## src/rtl/clk_div_tick.sv

```systemverilog
// Programmable clock divider producing a glitch-free divided clock and a period-start tick.
// Optional period counter output is enabled by defining CLK_DIV_PERIOD_CNT_EN.
module clk_div_tick #(
  parameter int CNT_W       = 8,
  parameter int DEFAULT_DIV = 2
) (
  input  logic             clk,
  input  logic             rst,
  input  logic             en,
  input  logic             div_valid,
  input  logic [CNT_W-1:0] div_val,
  output logic             div_ready,
  output logic             clk_out,
  output logic             tick
`ifdef CLK_DIV_PERIOD_CNT_EN
  ,
  output logic [15:0]      period_cnt
`endif
);

  logic [CNT_W-1:0] cnt;
  logic [CNT_W-1:0] div_reg;
  logic             pend;
  logic [CNT_W-1:0] pend_val;

  logic             wrap;
  logic             accept;
  logic [CNT_W-1:0] cnt_inc;
  logic [CNT_W-1:0] fall_point;
  logic [CNT_W-1:0] coerced_val;

  // Every offer is accepted; the ratio only lands in div_reg at a period boundary.
  assign div_ready = 1'b1;
  assign accept    = div_valid && div_ready;

  always_comb begin
    wrap        = (cnt == (div_reg - CNT_W'(1)));
    cnt_inc     = cnt + CNT_W'(1);
    fall_point  = div_reg - (div_reg >> 1);
    coerced_val = (div_val < CNT_W'(2)) ? CNT_W'(2) : div_val;
  end

  always_ff @(posedge clk) begin
    if (rst) begin
      cnt      <= '0;
      div_reg  <= CNT_W'(DEFAULT_DIV);
      pend     <= 1'b0;
      pend_val <= '0;
      clk_out  <= 1'b0;
      tick     <= 1'b0;
    end else begin
      if (en) begin
        if (wrap) begin
          cnt     <= '0;
          tick    <= 1'b1;
          clk_out <= 1'b1;
          if (pend) begin
            div_reg <= pend_val;
          end
        end else begin
          cnt  <= cnt_inc;
          tick <= 1'b0;
          if (cnt_inc == fall_point) begin
            clk_out <= 1'b0;
          end
        end
      end else begin
        tick <= 1'b0;
      end

      // A load arriving on the wrap edge stays pending for the following boundary.
      if (accept) begin
        pend     <= 1'b1;
        pend_val <= coerced_val;
      end else if (en && wrap && pend) begin
        pend <= 1'b0;
      end
    end
  end

`ifdef CLK_DIV_PERIOD_CNT_EN
  always_ff @(posedge clk) begin
    if (rst) begin
      period_cnt <= '0;
    end else if (en && wrap) begin
      period_cnt <= period_cnt + 16'd1;
    end
  end
`endif

endmodule
```

## config.mk

```make
export PLATFORM = sky130hd
export DESIGN_NAME = clk_div_tick
export DESIGN_NICKNAME = d
export VERILOG_FILES = /design/src/rtl/clk_div_tick.sv
export SDC_FILE = /design/constraint.sdc
export NUM_CORES = 1
export LEC_CHECK = 0
export BUFFER_PORTS_ARGS = -buffer_cell sky130_fd_sc_hd__buf_2
export CAP_MARGIN = 5
export CORE_MARGIN = 4
export CORE_UTILIZATION = 50
export DETAILED_ROUTE_END_ITERATION = 10
export HOLD_SLACK_MARGIN = 0.15
export PLACE_DENSITY_LB_ADDON = 0.2
export RECOVER_POWER = 50
export SYNTH_ARGS = -nofsm -noshare
export SYNTH_HDL_FRONTEND = slang
export SYNTH_SLANG_ARGS = --single-unit
```

## constraint.sdc

```tcl
create_clock -name clk -period 3.2 [get_ports clk]
set_input_delay 0.64 -clock clk [delete_from_list [all_inputs] [get_ports clk]]
set_output_delay 0.64 -clock clk [all_outputs]
set_load 0.005 [all_outputs]
```

==> results.md <==
* CP Max Fanout at 7
* RSZ-0062 raised after global routing: false
* Ant. Diodes at 0
* Clock power frac at 28.1%
* Root buffer cell: clkbuf_8
* Crit-path cells: inv_1, ha_1, a21boi_0, or3_4, a2111oi_4, and4_1, a21oi_1, a311o_1
* Die height at 69.3 µm
* Cell area after layout at 0.00200 mm²
* Antenna-violating nets left at 0
* DP HPWL at 2.90 mm
* Top delay family on crit path: compound AO/OA/AOI/OAI gates
* Sw Share at 28.2%
* Lkg Pwr at 0.759 nW
* Routed len/inst at 13.9 µm
* Sw power at 0.195 mW
* # DRC at 0
* Slowest CP cell: a2111oi_4
* Sequential share of the synthesized area at 28.8%
* Synth Area in XOR/XNOR at 17.2%
* Synth Register Bits at 27
* Failing checks: capacitance limit
* Worst reg2reg path endpoint: div_reg[1]
* Global placement routability congestion at 0.860
* Share of layout cells above drive strength 1 at 7.69%
* Slew headroom at 0.484%
* Placement Cell Area at 0.00196 mm²
* CTS-repair resized insts at 0
* Crit path kind: reg2reg
* R2R Path Start: div_reg[5]
* Final setup vio count at 0
* Max incr delay on CP at 0.46 ns
* Worst-margin pin slew at 1.49 ns
* MaxCap Viol Count at 1
* Gr ovfl total at 0
* Buffer and inverter count on the worst path at 1
* Arr. time, crit path at 2.80 ns
* Die Width at 69.3 µm
* Cts hold-fix bufs at 0
* Pin count of the biggest net entering global routing at 39
* Post-CTS setup buffers at 0
* Logic pwr share at 19.3%
* Most frequent cells in the layout: dfxtp_1, xnor2_1, inv_1
* Port bufs at 13
* Fin Setup TNS at 0 ns
* Netlist cell types at 38
* Simple-Gate Fraction of Synth Area at 19.8%
* FF-to-FF path depth at 8
* Hold Worst Slack at 0.492 ns
* Initial Util at 51.7%
* Vias at 1436
* Util after Layout at 55.1%
* Core Rows at 22
* Number of buffers created by CTS at 3
* Clock Skews at 0.00337 ns
* Worst VDD drop at 0.237 mV
* Overall Power at 0.692 mW
* Number of vias per cell at 5.34
* Cells after Synth at 214
* CORE AREA at 0.00363 mm²
* Initial antenna violation count at 0
* Worst Hold Depth at 2
* Synthesized area at 0.00188 mm²
* Clock sinks at 27
* Multiplexer area fraction after synthesis at 3.73%
* Final Cycle Share at 82.3%
* Adder-Cell Fraction of Synth Area at 12.4%
* Hold Vio Cnt, Final at 0
* Sequential fraction of design power at 52.6%
* First-pass GRT wire length at 6.53 mm
* Placed cell count at 265
* Ranking of synthesized cells by area: dfxtp_1, ha_1, xnor2_1
* Commonest non-fill, non-tap cell in the layout: dfxtp_1
* CP Capture Type: register
* Run status: complete, but fails checks
* Die area at 0.00480 mm²
* Worst hold start: clk_out
* Area leader, netlist: dfxtp_1
* Clock-pin slew on the worst setup and hold paths at 0.09 ns
* Ports at 15
* Hold crit path type: reg2reg
* Synth warnings at 0
* Fmax at 380 MHz
* Largest family of logic cells by synthesized area: simple AND/OR/NAND/NOR gates
* DP Worst Slack at 0.579 ns
* GRT Total Usage at 16.2%
* Final Critical Period at 2.63 ns
* Pre-antenna DRT Iters at 4
* # H-tree levels at 1
* Pwr/cell area at 346 mW/mm²
* Int Pwr at 0.497 mW
* Pins over their slew limit at 0
* Req. time, crit path at 3.36 ns
* Final wirelength at 3.73 mm
* Vias in the first global route at 1366
* Reg2reg setup slack at 0.57 ns
* Area Overhead vs Synth at 6.46%
* Final worst slack at 0.566 ns
* Yosys top cell area share at 28.8%
* Hold EP: clk_out
* Critical path launch point type: register
* Clock latency on the worst-skew pair at 0.27 ns
* Syn_area_per_cell at 8.78 µm²
* Final Non-Filler Cells at 269
* CTS max path bufs at 2
* Net count after synthesis at 244
* CTS tree: done
* Post-synthesis compound-gate area fraction at 11.7%
* Initial drt markers at 77
* Fin nets at 252
## kinds of logic (layout without fill, tap and decap cells)
kind of cell | count (synthesis) | after routing
mux | 7 | 7
buf+inv | 29 | 36
fa+ha+maj | 18 | 18
compound gates | 30 | 30
xor+xnor | 37 | 37
other cells | 1 | 1
simple gates | 65 | 65
flops | 27 | 27
## worst register-to-register path: stages (launching register included)
cell and delay, ns:
dfxtp_1 0.40, inv_1 0.13, ha_1 0.20, a21boi_0 0.13, or3_4 0.35, a2111oi_4 0.46
and4_1 0.43, a21oi_1 0.11, a311o_1 0.31
## synthesized netlist by cell type, drive strengths merged
cell and count:
conb 1, nor2b 2, o21bai 2, and3 2, dfxtp 27, or3 1
nand4 3, or4 8, inv 19, o41ai 2, a2111oi 1, and4 1
a311o 1, o31ai 7, xnor2 24, o22ai 2, clkbuf 8, o21ai 5
nand3 5, nor3 12, ha 17, xor2 13, buf 2, mux2i 7
nand4b 1, a21oi 6, a21boi 2, nor3b 1, nand2 7, a311oi 1
fa 1, nand2b 6, nor4bb 1, nand3b 2, a31oi 1, nor2 13
## power by group through the flow
stage	Sequential [mW]	Combinational, mW	Clock [mW]
detailed placement	0.372	0.134	0
floorplan	0.365	0.109	0
CTS	0.364	0.135	0.200
global placement	0.372	0.134	0
finish	0.364	0.134	0.195
global route	0.367	0.150	0.214
## cell type report
class | instances | area [µm²]
clock buffers | 4 | 45.0
well taps | 48 | 60.1
repair buffers | 13 | 61.3
fillers | 356 | 1630
flip-flops and latches | 27 | 541
inverters | 19 | 71.3
multi-input cells | 158 | 1220
## routing by layer
| metal | part of all wire [%] | vias to the layer above | wire length [µm] | GRT usage, % |
|---|---|---|---|---|
| met4 | 0.78 | 0 | 29 | 3.04 |
| met5 | 0 | - | 0 | 0 |
| li1 | - | 744 | - | - |
| met1 | 48 | 656 | 1780 | 22.9 |
| met2 | 46 | 32 | 1720 | 26.0 |
| met3 | 5.5 | 4 | 204 | 2.61 |
## worst max path at each step
stage | to | start | depth (start not counted)
after floorplan | div_reg[1] | div_reg[5] | 9
after global routing | div_reg[7] | div_reg[2] | 8
after detailed placement | div_reg[1] | div_reg[5] | 8
final | div_reg[1] | div_reg[5] | 8
after global placement | div_reg[0] | div_reg[1] | 8
after CTS | div_reg[1] | div_reg[5] | 8
Note: power is estimated with default switching activity, not from simulation.
